$ cat src/rtl/backtrack_ctrl_if.sv
// Bus bundle between backtrack_ctrl and its surroundings: decide/imply request
// handshakes, the trace-table stack port, assignment updates and status.
// master = the controller, slave = the requesters plus the attached stack.
interface backtrack_ctrl_if #(
  parameter int unsigned VARIABLE_INDEXES = 8
);

  // Decide and imply requests with their acks
  logic                        decide_req;
  logic                        decide_val;
  logic [VARIABLE_INDEXES-1:0] decide_var;
  logic                        decide_ack;
  logic                        imply_req;
  logic                        imply_val;
  logic [VARIABLE_INDEXES-1:0] imply_var;
  logic                        imply_ack;
  logic                        conflict;

  // Trace-table stack, write side (type: Decide=0, Forced=1)
  logic                        stk_push;
  logic                        stk_pop;
  logic                        stk_type;
  logic                        stk_val;
  logic [VARIABLE_INDEXES-1:0] stk_var;

  // Trace-table stack, top entry and flags
  logic                        stk_type_out;
  logic                        stk_val_out;
  logic [VARIABLE_INDEXES-1:0] stk_var_out;
  logic                        stk_empty;
  logic                        stk_full;

  // Assignment updates
  logic                        unassign_valid;
  logic [VARIABLE_INDEXES-1:0] unassign_var;
  logic                        assign_valid;
  logic                        assign_val;
  logic [VARIABLE_INDEXES-1:0] assign_var;

  // Status
  logic                        busy;
  logic                        bt_done;
  logic                        unsat;
  logic                        overflow;

  modport master (
    input  decide_req, decide_val, decide_var,
    input  imply_req, imply_val, imply_var,
    input  conflict,
    input  stk_type_out, stk_val_out, stk_var_out, stk_empty, stk_full,
    output decide_ack, imply_ack,
    output stk_push, stk_pop, stk_type, stk_val, stk_var,
    output unassign_valid, unassign_var,
    output assign_valid, assign_val, assign_var,
    output busy, bt_done, unsat, overflow
  );

  modport slave (
    output decide_req, decide_val, decide_var,
    output imply_req, imply_val, imply_var,
    output conflict,
    output stk_type_out, stk_val_out, stk_var_out, stk_empty, stk_full,
    input  decide_ack, imply_ack,
    input  stk_push, stk_pop, stk_type, stk_val, stk_var,
    input  unassign_valid, unassign_var,
    input  assign_valid, assign_val, assign_var,
    input  busy, bt_done, unsat, overflow
  );

endinterface

$ cat src/rtl/backtrack_ctrl.sv
// backtrack_ctrl: chronological-backtracking controller for a trace-table stack.
// In IDLE it pushes Decide/Forced entries (conflict > imply > decide). On a
// conflict it pops Forced entries, unassigning each, until it reaches a Decide
// entry, which it re-pushes flipped as Forced. An empty stack during the pop
// walk means the problem is unsatisfiable and the block parks in UNSAT.
// Stack/ack/assign/unassign outputs are combinational decodes of state and
// inputs, forced low during reset; state, latches and status are registered.
// Optional feature: define BACKTRACK_STATS_EN to add the 16-bit saturating
// bt_count output counting completed backtracks.
module backtrack_ctrl #(
  parameter int unsigned VARIABLE_INDEXES = 8,
  parameter int unsigned NUM_VARIABLE     = 128
) (
  input  logic clock,
  input  logic reset,
  backtrack_ctrl_if.master bus
`ifdef BACKTRACK_STATS_EN
  ,
  output logic [15:0] bt_count
`endif
);

  localparam int unsigned DEPTH_W = $clog2(NUM_VARIABLE + 1);
  localparam logic        TYPE_DECIDE = 1'b0;
  localparam logic        TYPE_FORCED = 1'b1;

  typedef enum logic [1:0] {
    IDLE    = 2'd0,
    BT_POP  = 2'd1,
    BT_FLIP = 2'd2,
    UNSAT   = 2'd3
  } state_t;

  state_t                      state;
  logic                        latched_val;
  logic [VARIABLE_INDEXES-1:0] latched_var;
  logic [DEPTH_W-1:0]          depth_q;
  logic                        busy_q;
  logic                        bt_done_q;
  logic                        unsat_q;
  logic                        overflow_q;

  logic                        full_c;
  logic                        push_c;
  logic                        pop_c;
  logic                        push_type_c;
  logic                        push_val_c;
  logic [VARIABLE_INDEXES-1:0] push_var_c;
  logic                        decide_ack_c;
  logic                        imply_ack_c;
  logic                        unassign_valid_c;
  logic [VARIABLE_INDEXES-1:0] unassign_var_c;
  logic                        assign_valid_c;
  logic                        assign_val_c;
  logic [VARIABLE_INDEXES-1:0] assign_var_c;
  logic                        overflow_set_c;

  // Local occupancy mirrors the stack so a mis-sized stack cannot be overrun
  assign full_c = bus.stk_full | (depth_q == DEPTH_W'(NUM_VARIABLE));

  // Decode the single stack operation and the strobes for this cycle
  always_comb begin
    push_c           = 1'b0;
    pop_c            = 1'b0;
    push_type_c      = TYPE_DECIDE;
    push_val_c       = 1'b0;
    push_var_c       = '0;
    decide_ack_c     = 1'b0;
    imply_ack_c      = 1'b0;
    unassign_valid_c = 1'b0;
    unassign_var_c   = '0;
    assign_valid_c   = 1'b0;
    assign_val_c     = 1'b0;
    assign_var_c     = '0;
    overflow_set_c   = 1'b0;
    if (!reset) begin
      case (state)
        IDLE: begin
          if (!bus.conflict) begin
            if (bus.imply_req) begin
              if (full_c) begin
                overflow_set_c = 1'b1;
              end else begin
                push_c      = 1'b1;
                push_type_c = TYPE_FORCED;
                push_val_c  = bus.imply_val;
                push_var_c  = bus.imply_var;
                imply_ack_c = 1'b1;
              end
            end else if (bus.decide_req) begin
              if (full_c) begin
                overflow_set_c = 1'b1;
              end else begin
                push_c       = 1'b1;
                push_type_c  = TYPE_DECIDE;
                push_val_c   = bus.decide_val;
                push_var_c   = bus.decide_var;
                decide_ack_c = 1'b1;
              end
            end
          end
        end
        BT_POP: begin
          if (!bus.stk_empty) begin
            pop_c            = 1'b1;
            unassign_valid_c = 1'b1;
            unassign_var_c   = bus.stk_var_out;
          end
        end
        BT_FLIP: begin
          push_c         = 1'b1;
          push_type_c    = TYPE_FORCED;
          push_val_c     = ~latched_val;
          push_var_c     = latched_var;
          assign_valid_c = 1'b1;
          assign_val_c   = ~latched_val;
          assign_var_c   = latched_var;
        end
        UNSAT: begin
          push_c = 1'b0;
        end
        default: begin
          push_c = 1'b0;
        end
      endcase
    end
  end

  // State, flip latches, occupancy and status flags
  always_ff @(posedge clock or posedge reset) begin
    if (reset) begin
      state       <= IDLE;
      latched_val <= 1'b0;
      latched_var <= '0;
      depth_q     <= '0;
      busy_q      <= 1'b0;
      bt_done_q   <= 1'b0;
      unsat_q     <= 1'b0;
      overflow_q  <= 1'b0;
    end else begin
      bt_done_q <= 1'b0;
      if (push_c) begin
        depth_q <= depth_q + DEPTH_W'(1);
      end else if (pop_c) begin
        depth_q <= depth_q - DEPTH_W'(1);
      end
      if (overflow_set_c) begin
        overflow_q <= 1'b1;
      end
      case (state)
        IDLE: begin
          if (bus.conflict) begin
            state  <= BT_POP;
            busy_q <= 1'b1;
          end
        end
        BT_POP: begin
          if (bus.stk_empty) begin
            state   <= UNSAT;
            busy_q  <= 1'b0;
            unsat_q <= 1'b1;
          end else if (bus.stk_type_out == TYPE_DECIDE) begin
            state       <= BT_FLIP;
            latched_val <= bus.stk_val_out;
            latched_var <= bus.stk_var_out;
            bt_done_q   <= 1'b1;
          end
        end
        BT_FLIP: begin
          state  <= IDLE;
          busy_q <= 1'b0;
        end
        UNSAT: begin
          state <= UNSAT;
        end
        default: begin
          state <= IDLE;
        end
      endcase
    end
  end

`ifdef BACKTRACK_STATS_EN
  // Saturating count of completed backtracks
  always_ff @(posedge clock or posedge reset) begin
    if (reset) begin
      bt_count <= 16'h0000;
    end else if (bt_done_q && (bt_count != 16'hFFFF)) begin
      bt_count <= bt_count + 16'h0001;
    end
  end
`endif

  assign bus.stk_push       = push_c;
  assign bus.stk_pop        = pop_c;
  assign bus.stk_type       = push_type_c;
  assign bus.stk_val        = push_val_c;
  assign bus.stk_var        = push_var_c;
  assign bus.decide_ack     = decide_ack_c;
  assign bus.imply_ack      = imply_ack_c;
  assign bus.unassign_valid = unassign_valid_c;
  assign bus.unassign_var   = unassign_var_c;
  assign bus.assign_valid   = assign_valid_c;
  assign bus.assign_val     = assign_val_c;
  assign bus.assign_var     = assign_var_c;
  assign bus.busy           = busy_q;
  assign bus.bt_done        = bt_done_q;
  assign bus.unsat          = unsat_q;
  assign bus.overflow       = overflow_q;

endmodule

$ cat src/flat_wrapper.sv
// flat-port wrapper written by rule: the top's interface ports become plain ports
module backtrack_ctrl_flat 
#(
  parameter int unsigned VARIABLE_INDEXES = 8,
  parameter int unsigned NUM_VARIABLE     = 128
)
  (clock, reset, bus_decide_req, bus_decide_val, bus_decide_var, bus_imply_req, bus_imply_val, bus_imply_var, bus_conflict, bus_stk_type_out, bus_stk_val_out, bus_stk_var_out, bus_stk_empty, bus_stk_full, bus_decide_ack, bus_imply_ack, bus_stk_push, bus_stk_pop, bus_stk_type, bus_stk_val, bus_stk_var, bus_unassign_valid, bus_unassign_var, bus_assign_valid, bus_assign_val, bus_assign_var, bus_busy, bus_bt_done, bus_unsat, bus_overflow);
  backtrack_ctrl_if #(.VARIABLE_INDEXES(VARIABLE_INDEXES)) bus_i ();
  input  logic clock;
  input  logic reset;
  input wire logic [$bits(bus_i.decide_req)-1:0] bus_decide_req;
  input wire logic [$bits(bus_i.decide_val)-1:0] bus_decide_val;
  input wire logic [$bits(bus_i.decide_var)-1:0] bus_decide_var;
  input wire logic [$bits(bus_i.imply_req)-1:0] bus_imply_req;
  input wire logic [$bits(bus_i.imply_val)-1:0] bus_imply_val;
  input wire logic [$bits(bus_i.imply_var)-1:0] bus_imply_var;
  input wire logic [$bits(bus_i.conflict)-1:0] bus_conflict;
  input wire logic [$bits(bus_i.stk_type_out)-1:0] bus_stk_type_out;
  input wire logic [$bits(bus_i.stk_val_out)-1:0] bus_stk_val_out;
  input wire logic [$bits(bus_i.stk_var_out)-1:0] bus_stk_var_out;
  input wire logic [$bits(bus_i.stk_empty)-1:0] bus_stk_empty;
  input wire logic [$bits(bus_i.stk_full)-1:0] bus_stk_full;
  output wire logic [$bits(bus_i.decide_ack)-1:0] bus_decide_ack;
  output wire logic [$bits(bus_i.imply_ack)-1:0] bus_imply_ack;
  output wire logic [$bits(bus_i.stk_push)-1:0] bus_stk_push;
  output wire logic [$bits(bus_i.stk_pop)-1:0] bus_stk_pop;
  output wire logic [$bits(bus_i.stk_type)-1:0] bus_stk_type;
  output wire logic [$bits(bus_i.stk_val)-1:0] bus_stk_val;
  output wire logic [$bits(bus_i.stk_var)-1:0] bus_stk_var;
  output wire logic [$bits(bus_i.unassign_valid)-1:0] bus_unassign_valid;
  output wire logic [$bits(bus_i.unassign_var)-1:0] bus_unassign_var;
  output wire logic [$bits(bus_i.assign_valid)-1:0] bus_assign_valid;
  output wire logic [$bits(bus_i.assign_val)-1:0] bus_assign_val;
  output wire logic [$bits(bus_i.assign_var)-1:0] bus_assign_var;
  output wire logic [$bits(bus_i.busy)-1:0] bus_busy;
  output wire logic [$bits(bus_i.bt_done)-1:0] bus_bt_done;
  output wire logic [$bits(bus_i.unsat)-1:0] bus_unsat;
  output wire logic [$bits(bus_i.overflow)-1:0] bus_overflow;
  assign bus_i.decide_req = bus_decide_req;
  assign bus_i.decide_val = bus_decide_val;
  assign bus_i.decide_var = bus_decide_var;
  assign bus_i.imply_req = bus_imply_req;
  assign bus_i.imply_val = bus_imply_val;
  assign bus_i.imply_var = bus_imply_var;
  assign bus_i.conflict = bus_conflict;
  assign bus_i.stk_type_out = bus_stk_type_out;
  assign bus_i.stk_val_out = bus_stk_val_out;
  assign bus_i.stk_var_out = bus_stk_var_out;
  assign bus_i.stk_empty = bus_stk_empty;
  assign bus_i.stk_full = bus_stk_full;
  assign bus_decide_ack = bus_i.decide_ack;
  assign bus_imply_ack = bus_i.imply_ack;
  assign bus_stk_push = bus_i.stk_push;
  assign bus_stk_pop = bus_i.stk_pop;
  assign bus_stk_type = bus_i.stk_type;
  assign bus_stk_val = bus_i.stk_val;
  assign bus_stk_var = bus_i.stk_var;
  assign bus_unassign_valid = bus_i.unassign_valid;
  assign bus_unassign_var = bus_i.unassign_var;
  assign bus_assign_valid = bus_i.assign_valid;
  assign bus_assign_val = bus_i.assign_val;
  assign bus_assign_var = bus_i.assign_var;
  assign bus_busy = bus_i.busy;
  assign bus_bt_done = bus_i.bt_done;
  assign bus_unsat = bus_i.unsat;
  assign bus_overflow = bus_i.overflow;
  backtrack_ctrl #(.VARIABLE_INDEXES(VARIABLE_INDEXES), .NUM_VARIABLE(NUM_VARIABLE)) u_core (.clock(clock), .reset(reset), .bus(bus_i));
endmodule
$ cat config.mk
export PLATFORM = sky130hd
export DESIGN_NAME = backtrack_ctrl_flat
export DESIGN_NICKNAME = d
export VERILOG_FILES = /design/src/rtl/backtrack_ctrl_if.sv /design/src/rtl/backtrack_ctrl.sv /design/src/flat_wrapper.sv
export SDC_FILE = /design/constraint.sdc
export NUM_CORES = 1
export LEC_CHECK = 0
export BUFFER_PORTS_ARGS = -buffer_cell sky130_fd_sc_hd__buf_2
export CORE_ASPECT_RATIO = 2
export CORE_MARGIN = 2
export CORE_UTILIZATION = 27
export CTS_CLUSTER_SIZE = 12
export DETAILED_ROUTE_END_ITERATION = 6
export SLEW_MARGIN = 20
export SYNTH_ARGS = -nofsm -noshare
export SYNTH_HDL_FRONTEND = slang
export SYNTH_SLANG_ARGS = --single-unit
$ cat constraint.sdc
create_clock -name clock -period 8.4 [get_ports clock]
set_clock_uncertainty 0.1 [all_clocks]
set_input_delay 0.42 -clock clock [delete_from_list [all_inputs] [get_ports clock]]
set_output_delay 0.42 -clock clock [all_outputs]
set_load 0.1 [all_outputs]
==> results.json <==
{
  "syn_avg_cell_area_um2": 9.92,
  "crit_path_end_kind": "flop",
  "drt_iter0_drc": 22,
  "grt_antenna_before_repair": 0,
  "drc": 0,
  "area_growth_pct": 29.3,
  "initial_utilization_pct": 28.2,
  "synth_xor_xnor_area_share_pct": 2.72,
  "avgRoutedWirePerCell_um": 15.7,
  "worst_path_max_delay_cell": "or3b_4",
  "max-vdd-ir-drop_uv": 207,
  "cts_post_setup_buffers_inserted": 0,
  "source_to_sink_clock_delay_at_the_later_pin_of_the_worst_skew_pair_ns": 0.26,
  "worst_hold_path_type": "input pin to asynchronous set/reset pin",
  "number_of_flops_mapped_to_enable_cells_by_yosys": 0,
  "port_buffers": 71,
  "syn-num-nets": 209,
  "clock_sink_count": 23,
  "synth_top_family_by_area": "compound AO/OA/AOI/OAI gates",
  "tritoncts.num_buffers": 3,
  "first_pass_grt_wire_length_um": 7300,
  "finalWorstSetupSlack_ns": 4.96,
  "yosysWarnings": 0,
  "synth_seq_area_share_pct": 35.8,
  "crit_path_cell_trace": "inv_1, ha_1, or3b_4, a2111oi_4, nor2_1, ha_1, a211oi_1, o21ai_0, o31ai_1, mux2i_1, xnor2_1",
  "critPathMaxStageDelay_ns": 0.50,
  "synthTopCellsByArea": "dfrtp_1 36%, ha_1 8.6%, a22oi_1 4.7%",
  "yosys.cell_types.count": 44,
  "rsz0062_at_grt": "false",
  "fraction_of_the_mapped_netlist_area_in_adder_cells_pct": 9.81,
  "pwr_density_cell_mw_per_mm2": 405,
  "yosys.area.top_type_share_pct": 35.8,
  "synth_area_mm2": 0.00161,
  "static-leakage-power_uw": 0.00106,
  "post_route_cells_drive_above_1_share_pct": 38.4,
  "cts-hold-fix-buffers": 0,
  "crit_top_cell": "ha_1",
  "nets_final": 277,
  "setup_total_negative_slack_ns": 0,
  "run_status": "complete, no violations",
  "worst_ep_arrival_time_ns": 3.52,
  "via_total_after_detailed_routing": 1472,
  "r2r_slack_ns": 4.96,
  "globalplace.congestion": 0.874,
  "fmax_mhz": 291,
  "final_hold_viol_count": 0,
  "core-area_mm2": 0.00571,
  "synth_area_leader_cell": "dfrtp_1",
  "first_pass_iters": 4,
  "route.final.wire_length_um": 4570,
  "synth_simple_gate_area_share_pct": 18.8,
  "floorplan.die.height_um": 113,
  "mostFrequentLayoutCell": "buf_2",
  "antenna-diode-count": 0,
  "setup_violations": 0,
  "grt.overflow.total": 0,
  "post_detailed_route_count_of_antenna_violating_nets": 0,
  "maxSlewHeadroom_pct": 38.2,
  "fin_total_pwr_uw": 842,
  "die_w_um": 58.6,
  "gr-usage-all-layers_pct": 14.3,
  "vias_per_cell": 5.08,
  "timing.final.crit_period_ns": 3.44,
  "worstPathMaxFanout": 13,
  "floorplan.die_area_mm2": 0.00663,
  "cts_tree": "built",
  "worst-setup-path-type": "flop to flop",
  "drv.max_cap_violation_count": 0,
  "grt_start_max_net_pins": 34,
  "final-max-slew-violation-count": 0,
  "yosys_most_used_dff": "dfrtp_1",
  "first_global_vias": 1543,
  "clk_transition_reported_paths_ns": 0.06,
  "worstMarginPinSlew_ns": 0.922,
  "rows": 39,
  "synth_compound_area_share_pct": 20.6,
  "final_worst_path_period_share_pct": 40.9,
  "final_cell_mix": "71 x buf_2, 23 x dfrtp_1, 11 x ha_1, 10 x a22oi_1",
  "io-pin-count": 72,
  "detailed_place_hpwl_um": 3740,
  "synth_seq_cells": 23,
  "dpl_worst_slack_ns": 4.94,
  "syn_inst": 162,
  "post_cts_resize_count": 0,
  "ys_async_sr_fraction_pct": 100,
  "ctsLongestPathBuffers": 2,
  "critPathRequiredTime_ns": 8.48,
  "critPathLaunchType": "flop",
  "muxShareOfSynthArea_pct": 7.63,
  "cts_root_buffer": "clkbuf_16",
  "h-tree-depth": 1
}
==> registers in the layout, summed over array words and instances (netlist names) <==
register             cells
u_core.bus.bt_done       1
u_core.latched_var       8
u_core.latched_val       1
u_core.bus.unsat         1
u_core.depth_q           8
u_core.state             2
u_core.bus.busy          1
u_core.bus.overflow      1
==> Yosys cell counts (3+ instances only) <==
| master | n |
|---|---|
| dfrtp_1 | 23 |
| ha_1 | 11 |
| a22oi_1 | 10 |
| and2_1 | 9 |
| nor2_1 | 9 |
| and3_1 | 8 |
| nand2_1 | 8 |
| o21bai_1 | 8 |
| a21oi_1 | 6 |
| inv_1 | 6 |
| mux2_2 | 6 |
| clkbuf_1 | 5 |
| nor2b_1 | 5 |
| mux2_1 | 4 |
| o21ai_0 | 4 |
| xnor2_1 | 4 |
| o21ai_1 | 3 |
| o31ai_1 | 3 |
==> layout make-up <==
cell class | instances | area, um^2
fillers | 597 | 3630
multi-input cells | 123 | 958
flip-flops and latches | 23 | 576
repair buffers | 72 | 363
clock buffers | 4 | 78.8
well taps | 61 | 76.3
inverters | 7 | 26.3
==> critical path: cells and delay by family (launching register included) <==
kind	cells	cell delay [ns]
AO/OA/AOI/OAI	4	1.02
XOR/XNOR	1	0.13
adder cells (fa/ha/maj)	2	0.57
buffers and inverters	1	0.11
flip-flops	1	0.40
multiplexers	1	0.25
AND/OR/NAND/NOR	2	0.76
==> routing by layer <==
layer	up-vias	part of all wire (%)	global-route usage [%]
met5	-	0	0
met4	0	2.3	6.36
met3	8	4.4	1.94
met2	55	60	27.9
met1	694	34	14.0
li1	715	-	-
==> kinds of logic after synthesis <==
group | Yosys count
flops | 23
simple gates | 51
fa+ha+maj | 12
xor+xnor | 5
mux | 11
compound gates | 44
buf+inv | 16
==> where the power goes <==
part / switching (uW) / internal [uW]
sequential: 40.5 / 162
combinational: 369 / 166
clock: 39.4 / 64.8
==> stage by stage <==
step | instance area (um^2) | util, % | std cells | hold slack (ns)
after detailed placement | 2000 | 35.0 | 286 | 0.339
after global routing | 2080 | 36.4 | 290 | 0.196
after floorplan | 1610 | - | 162 | 0.338
after CTS | 2080 | 36.4 | 290 | 0.173
after global placement | 2000 | 35.0 | 286 | 0.342
final | 2080 | 36.4 | 290 | 0.159
==> path summary, 6_finish.rpt <==
path,startpoint,to,cells after the start
max in group asynchronous,reset,u_core.depth_q[4],3
worst max-delay path,u_core.state[0],u_core.depth_q[7],11
min in group clock,bus_stk_val_out,u_core.latched_val,2
worst min register to register,u_core.bus.unsat,u_core.bus.unsat,1
worst min-delay path,reset,u_core.depth_q[1],3
worst max register to register,u_core.state[0],u_core.depth_q[7],11
Power figures use the tool's default switching activity.
